File: src/rtl/list_accum_pkg.sv
// Shared encodings for the linked-list accumulator controller and its datapath:
// ALU operation codes, FSM state encoding and the default counter width.
package list_accum_pkg;

  localparam int CNT_W_DEF = 16;
  localparam int ALU_OP_W  = 4;

  typedef enum logic [ALU_OP_W-1:0] {
    ALU_NOP   = 4'd0,
    ALU_ADD   = 4'd1,
    ALU_CLR   = 4'd2,
    ALU_LDPTR = 4'd3
  } alu_op_e;

  typedef enum logic [2:0] {
    ST_IDLE    = 3'd0,
    ST_CLEAR   = 3'd1,
    ST_RD_DATA = 3'd2,
    ST_ADD     = 3'd3,
    ST_RD_NEXT = 3'd4,
    ST_LINK    = 3'd5,
    ST_DONE    = 3'd6
  } state_e;

endpackage

File: src/rtl/list_accum_ctrl.sv
// Linked-list walker: sums list data words through an external datapath/BRAM.
// Define LIST_LEN_LIMIT_EN to stop at MAX_ELEMS elements and flag err.
module list_accum_ctrl
  import list_accum_pkg::*;
#(
  parameter int MAX_ELEMS = 1024,
  parameter int CNT_W     = CNT_W_DEF
) (
  input  logic                clk,
  input  logic                rst,
  input  logic                start,
  input  logic                ram_zero,
  output logic                addr_sel,
  output logic                wr_en,
  output logic [ALU_OP_W-1:0] alu_op,
  output logic                busy,
  output logic                done,
  output logic                err,
  output logic [CNT_W-1:0]    elem_count
);

  state_e           r_state;
  state_e           w_next;
  logic [CNT_W-1:0] r_cnt;
  logic             w_lim_hit;
  alu_op_e          w_op;

`ifdef LIST_LEN_LIMIT_EN
  logic r_lim;

  assign w_lim_hit = (r_cnt == CNT_W'(MAX_ELEMS));

  // Remembers whether the last LINK exit was a forced stop, so err can ride with done.
  always_ff @(posedge clk or negedge rst) begin
    if (!rst)                  r_lim <= 1'b0;
    else if (r_state == ST_LINK) r_lim <= !ram_zero && w_lim_hit;
  end

  assign err = (r_state == ST_DONE) && r_lim;
`else
  assign w_lim_hit = 1'b0;
  assign err       = 1'b0;
`endif

  always_ff @(posedge clk or negedge rst) begin
    if (!rst) r_state <= ST_IDLE;
    else      r_state <= w_next;
  end

  always_comb begin
    w_next = r_state;
    case (r_state)
      ST_IDLE:    if (start) w_next = ST_CLEAR;
      ST_CLEAR:   w_next = ST_RD_DATA;
      ST_RD_DATA: w_next = ST_ADD;
      ST_ADD:     w_next = ST_RD_NEXT;
      ST_RD_NEXT: w_next = ST_LINK;
      ST_LINK:    w_next = (ram_zero || w_lim_hit) ? ST_DONE : ST_RD_DATA;
      ST_DONE:    w_next = ST_IDLE;
      default:    w_next = ST_IDLE;
    endcase
  end

  always_comb begin
    addr_sel = 1'b0;
    wr_en    = 1'b0;
    w_op     = ALU_NOP;
    case (r_state)
      ST_CLEAR: begin
        wr_en = 1'b1;
        w_op  = ALU_CLR;
      end
      ST_ADD: begin
        wr_en = 1'b1;
        w_op  = ALU_ADD;
      end
      ST_RD_NEXT: addr_sel = 1'b1;
      ST_LINK: begin
        addr_sel = 1'b1;
        if (!ram_zero && !w_lim_hit) begin
          wr_en = 1'b1;
          w_op  = ALU_LDPTR;
        end
      end
      default: ;
    endcase
  end

  assign alu_op = w_op;
  assign busy   = (r_state != ST_IDLE);
  assign done   = (r_state == ST_DONE);

  // Count saturates rather than wrapping so a huge list never reports a small total.
  always_ff @(posedge clk or negedge rst) begin
    if (!rst)                   r_cnt <= '0;
    else if (r_state == ST_CLEAR) r_cnt <= '0;
    else if (r_state == ST_ADD && !(&r_cnt)) r_cnt <= r_cnt + 1'b1;
  end

  assign elem_count = r_cnt;

endmodule
File: config.mk
export PLATFORM = sky130hd
export DESIGN_NAME = list_accum_ctrl
export DESIGN_NICKNAME = d
export VERILOG_FILES = /design/src/rtl/list_accum_pkg.sv /design/src/rtl/list_accum_ctrl.sv
export SDC_FILE = /design/constraint.sdc
export NUM_CORES = 1
export LEC_CHECK = 0
export CAP_MARGIN = 20
export CORE_MARGIN = 3
export CORE_UTILIZATION = 53
export DETAILED_ROUTE_END_ITERATION = 12
export PLACE_DENSITY = 0.93
export REMOVE_ABC_BUFFERS = 1
export SYNTH_ARGS = -nofsm -noshare
export SYNTH_HDL_FRONTEND = slang
export SYNTH_SLANG_ARGS = --single-unit
File: constraint.sdc
create_clock -name clk -period 3.69 [get_ports clk]
set_input_delay 0.738 -clock clk [delete_from_list [all_inputs] [get_ports clk]]
set_output_delay 0.738 -clock clk [all_outputs]
set_load 0.1 [all_outputs]
==> results.yml, run 1 <==
sta:
  rsz0062_at_grt: "false"
  setup_tns_ns: 0
  timing.fmax_mhz: 330
  min_period_ns: 3.03
  post-route-period-util: 0.822
  hold_violations: 0
  maxSlewViolCount: 0
  setup_violations: 0
  slew_headroom: 0.341
  worst_pin_slew_ns: 0.986
  finClkSkew_ns: 0.00874
floorplanning:
  initial_core_util: 0.569
  design.die.area_um2: 3050
  pin_count: 29
  die-height_um: 55.2
  num_rows: 17
  fp.dieW_um: 55.2
  core-area_um2: 2250
critical_path:
  rr_worst_depth: 5
  reg2reg_to: "elem_count[11]"
  crit_buf_inv: 1
  slowest_stage: "clkdlybuf4s50_1"
  worstSetupPathType: "register to primary output"
  endpoint_kind: "primary output"
  r2r_start: "elem_count[0]"
  required_ns: 2.95
  arrival_ns: 2.29
  crit_fanout: 20
  critical_path.cell_chain: "or3_1 -> clkdlybuf4s50_1"
  r2r_slack_ns: 1.74
  worstSetupStartpointType: "register"
  critical-path-top-delay-family: "buffers and inverters"
  crit_path_max_incr_delay_ns: 1.12
detailed_routing:
  wl_per_cell_um: 17.1
  wirelength_um: 3240
  routed-via-count: 1234
  drc: 0
  via_per_inst: 6.49
  drt-initial-drc-count: 50
  drtAntennaViolNets: 0
  dr.pass1.iters: 4
logic_synthesis:
  synth_top_flop_cell: "dfrtp_1"
  seq_area_frac_synth: 0.370
  async_flop_share: 1.00
  syn_avg_cell_area_um2: 9.04
  synth_edf_count: 0
  synth_largest_area_cell: "dfrtp_1"
  syn_area_um2: 1280
  yosys_warnings: 0
  synth_most_common_cell: "dfrtp_1"
  synthCells: 142
  ys_types: 49
  ys_seq_elements: 19
  ys_top_cells_by_area: "dfrtp_1 37%, nand4_1 3.9%, o21ai_0 3.5%"
  synthDominantCellAreaShare: 0.370
  netlist_top_cells_count: "19 x dfrtp_1, 10 x inv_1, 9 x nand2_1, 9 x o21ai_0, 8 x nand4_1"
flow_run:
  drv_cap: 0
clock_tree:
  worstSkewPairLatency_ns: 0.31
  cts.sinks: 19
  cts_made_buffers: 3
  cts_buffer_depth: 2
  post_cts_resized: 0
  hold_buffers: 0
  cts_setup_buffers: 0
  cts.htree.levels: 1
  clk_pin_slew_ns: 0.12
  cts_tree: "yes"
  clockRootBuffer: "clkbuf_4"
place:
  routabilityCongestion: 0.918
  place_area_um2: 1480
  dp_cells: 186
  port_buffers: 25
  place_hpwl_um: 2350
global_route:
  first_global_vias: 1156
  grt-ovfl-total: 0
  gr-usage-all-layers: 0.217
  grt_max_degree: 21
  grt_pass1_wl_um: 5400
  antenna_found_initial: 0
final_layout:
  drive_above_1_share: 0.105
  antenna_cells: 0
  area.growth.synth_to_final_pct: 17.6
  fin_cells: 190
  design_area_um2: 1510
  layout.nets: 168
worst_hold_path:
  hold_path_end: "elem_count[15]"
  min_path_cells: 1
  hp-start: "elem_count[15]"
  hold_class: "register to register"
power:
  p_per_area_nw_per_um2: 674
  leakage_uw: 0.000607
  irDropWorstVdd_uv: 574
  total_power_uw: 1020
outcome:
  status: "finished clean"
==> worst reg2reg max path: stages (launching register included) <==
cell	delay (ns)
dfrtp_1	0.48
ha_1	0.26
and4_1	0.30
nand4_2	0.28
nand2_1	0.34
o221ai_1	0.17
==> placed cells by master, fill, tap and decap left out, types with 2 or more instances in the layout <==
| cell | Yosys | final |
|---|---|---|
| nand4_1 | 8 | 8 |
| and2_1 | 2 | 2 |
| o21ai_0 | 9 | 9 |
| inv_1 | 10 | 10 |
| nor4_1 | 6 | 6 |
| nor2b_1 | 4 | 4 |
| a21o_1 | 3 | 3 |
| nand3_1 | 6 | 6 |
| dfrtp_1 | 19 | 19 |
| nand2_1 | 9 | 9 |
| nand4_2 | 2 | 2 |
| conb_1 | 1 | 3 |
| a21oi_1 | 3 | 3 |
| nor2_1 | 3 | 3 |
| nand3_2 | 2 | 2 |
| o21a_1 | 2 | 2 |
| or3_1 | 2 | 2 |
| buf_4 | 4 | 5 |
| o21ai_1 | 4 | 4 |
| nand4b_1 | 2 | 2 |
| and4_1 | 3 | 3 |
| clkdlybuf4s50_1 | 0 | 20 |
| nand2b_1 | 4 | 4 |
| o211ai_1 | 2 | 2 |
| clkbuf_4 | 0 | 3 |
| o221ai_1 | 3 | 3 |
==> flip-flops by register name, summed over array words and instances, names as in the netlist <==
name        cells
r_state         3
elem_count     16
==> routing by layer <==
| metal | up-vias | part of all wire | global-route usage |
|---|---|---|---|
| met1 | 602 | 0.43 | 0.293 |
| met3 | 5 | 0.058 | 0.0280 |
| met2 | 56 | 0.50 | 0.351 |
| met4 | 0 | 0.014 | 0.0868 |
| met5 | - | 0 | 0 |
| li1 | 571 | - | - |
==> area by class of cell <==
| class | count | area, um2 |
|---|---|---|
| timing repair buffer | 25 | 238 |
| tap | 28 | 35.0 |
| clock buffer | 4 | 26.3 |
| inverter | 10 | 37.5 |
| fill | 202 | 744 |
| sequential | 19 | 475 |
| multi-input combinational | 104 | 698 |
==> cells by family after synthesis <==
kind of cell | count (synthesis) | share of synthesized area
muxes | 1 | 0.00780
buffers and inverters | 21 | 0.0916
AOI/OAI and AO/OA | 37 | 0.202
other | 1 | 0.00292
DFF | 19 | 0.370
and+or+nand+nor | 61 | 0.309
xor gates and xnor gates | 1 | 0.00682
adders and majority gates | 1 | 0.00975
==> metrics by stage <==
step	hold WS [ns]	utilization	setup WS [ns]
detailed placement	0.539	0.658	1.01
global placement	0.538	0.658	1.04
CTS	0.567	0.670	0.672
global route	0.592	0.670	0.561
floorplan	0.442	-	0.0229
finish	0.576	0.670	0.658
==> worst max path at each step <==
stage               slack (ns)         to  cells past startpoint       start
floorplan                 0.02  alu_op[0]                      3  r_state[1]
global placement          1.04       busy                      2  r_state[1]
detailed placement        1.01       busy                      2  r_state[1]
CTS                       0.67       busy                      2  r_state[1]
global route              0.56       busy                      2  r_state[1]
finish                    0.66       busy                      2  r_state[1]
==> power by group <==
part | switching [uW] | internal [uW] | total (uW)
sequential | 76.9 | 236 | 313
clock | 68.8 | 42.2 | 111
combinational | 460 | 134 | 593
Note: power is estimated with default switching activity, not from simulation.
==> run 2: changes to the inputs <==
- CORE_UTILIZATION: 53 -> 45
- PLACE_DENSITY: 0.93 -> 0.85
- clock period: 3.69 -> 2.63 ns (I/O delays scaled with it)
==> run 2 against run 1 <==
  * Die area up 16%
  * Flip-flop and latch count unchanged
  * Via count shrank 2.4%
  * Global-route usage is 2.7 points lower
  * Power increased by 46%
  * Final area is 0.33% higher
  * Critical path type unchanged
  * Largest power group unchanged
==> results.yml, run 2 (synthesis results as in run 1) <==
outcome:
  status: "finished clean"
sta:
  maxSlewViolCount: 0
  slew_headroom: 0.639
  setup_violations: 0
  hold_violations: 0
  worst_pin_slew_ns: 0.541
  timing.fmax_mhz: 450
  whs_ns: 0.556
  fin_ws_ns: 0.407
  rsz0062_at_grt: "false"
  post-route-period-util: 0.845
  min_period_ns: 2.22
  finClkSkew_ns: 0.00440
  setup_tns_ns: 0
clock_tree:
  clk_pin_slew_ns: 0.11
  clockRootBuffer: "clkbuf_4"
  cts_tree: "yes"
  cts.sinks: 19
  cts_made_buffers: 3
  worstSkewPairLatency_ns: 0.29
  cts.htree.levels: 1
  post_cts_resized: 0
  cts_buffer_depth: 2
  hold_buffers: 0
  cts_setup_buffers: 0
critical_path:
  r2r_start: "elem_count[0]"
  endpoint_kind: "primary output"
  crit_buf_inv: 1
  cpMostUsedCell: "nor2b_1"
  slowest_stage: "dfrtp_1"
  worstSetupStartpointType: "register"
  required_ns: 2.10
  critical-path-top-delay-family: "flip-flops"
  crit_path_max_incr_delay_ns: 0.70
  worstSetupPathType: "register to primary output"
  critical_path.cell_chain: "nor2b_1 -> nor2b_1 -> o21a_1 -> buf_12"
  startpoint: "r_state[1]"
  arrival_ns: 1.70
  crit_fanout: 20
  r2r_slack_ns: 0.69
place:
  routabilityCongestion: 0.901
  port_buffers: 25
  place_hpwl_um: 2210
  pre_cts_ws_ns: 0.570
  place_area_um2: 1490
flow_run:
  drv_cap: 0
final_layout:
  drive_above_1_share: 0.215
  layout.nets: 169
  final_util: 0.585
  area.growth.synth_to_final_pct: 18.0
  largest_register_ffs: 16
  design_area_um2: 1520
  antenna_cells: 0
  layout_commonest_cell: "buf_4"
  final_cell_mix: "20 x buf_4, 19 x dfrtp_1, 10 x inv_1"
detailed_routing:
  routed-via-count: 1205
  drtAntennaViolNets: 0
  wl_per_cell_um: 15.9
  via_per_inst: 6.24
  drt-initial-drc-count: 75
  wirelength_um: 3080
  dr.pass1.iters: 4
  drc: 0
global_route:
  first_global_vias: 1114
  grt_max_degree: 21
  antenna_found_initial: 0
  grt-ovfl-total: 0
  grt_pass1_wl_um: 5240
  gr-usage-all-layers: 0.191
power:
  p_seq_frac: 0.298
  leakage_uw: 0.000654
  p_clk_frac: 0.101
  p_per_area_nw_per_um2: 983
  irDropWorstVdd_uv: 738
  p_switching_uw: 864
  swShare: 0.580
  power.internal_uw: 626
  combPwrFrac: 0.601
floorplanning:
  design.die.area_um2: 3530
  core-area_um2: 2590
  die-height_um: 59.4
  fp.dieW_um: 59.4
  initial_core_util: 0.496
  pin_count: 29
  num_rows: 18
worst_hold_path:
  hold_class: "input port to async pin"
-- run 2: changes by cell type in the layout (fill, tap and decap cells not counted) --
cell	delta
buf_4	+15
clkdlybuf4s50_1	-17
buf_12	+3
-- run 2: area by class of cell --
class	count	area, um2
fillers	219	1070
multi-input cells	104	698
repair buffers	26	240
flip-flops and latches	19	475
well taps	30	37.5
inverters	10	37.5
clock buffers	4	26.3
-- run 2: power by group through the flow --
| stage | sequential (uW) | combinational, uW | clock (uW) |
|---|---|---|---|
| 5_1_grt | 456 | 937 | 164 |
| 3_3_place_gp | 442 | 882 | 0 |
| 6_report | 444 | 896 | 150 |
| 4_1_cts | 442 | 897 | 153 |
| 2_1_floorplan | 555 | 523 | 0 |
| 3_5_place_dp | 448 | 895 | 0 |
-- run 2: worst paths after layout --
check | to | depth (start not counted)
worst max-delay path | alu_op[0] | 4
worst min-delay path | r_state[2] | 2
worst max register to register | elem_count[5] | 5
worst min register to register | elem_count[15] | 1
max in group asynchronous | elem_count[12] | 2
min in group clk | elem_count[15] | 1
-- run 2: stage by stage --
step	power [uW]	cells
finish	1490	193
global route	1560	193
CTS	1490	193
detailed placement	1340	189
global placement	1320	189
floorplan	1080	133
-- run 2: per-layer routing --
layer | track usage | routed length, um | up-vias | share of wire
met5 | 0 | 0 | - | 0
met4 | 0.0291 | 6 | 0 | 0.0019
met3 | 0.0261 | 269 | 4 | 0.087
met2 | 0.301 | 1470 | 68 | 0.48
met1 | 0.281 | 1340 | 557 | 0.43
li1 | - | - | 576 | -
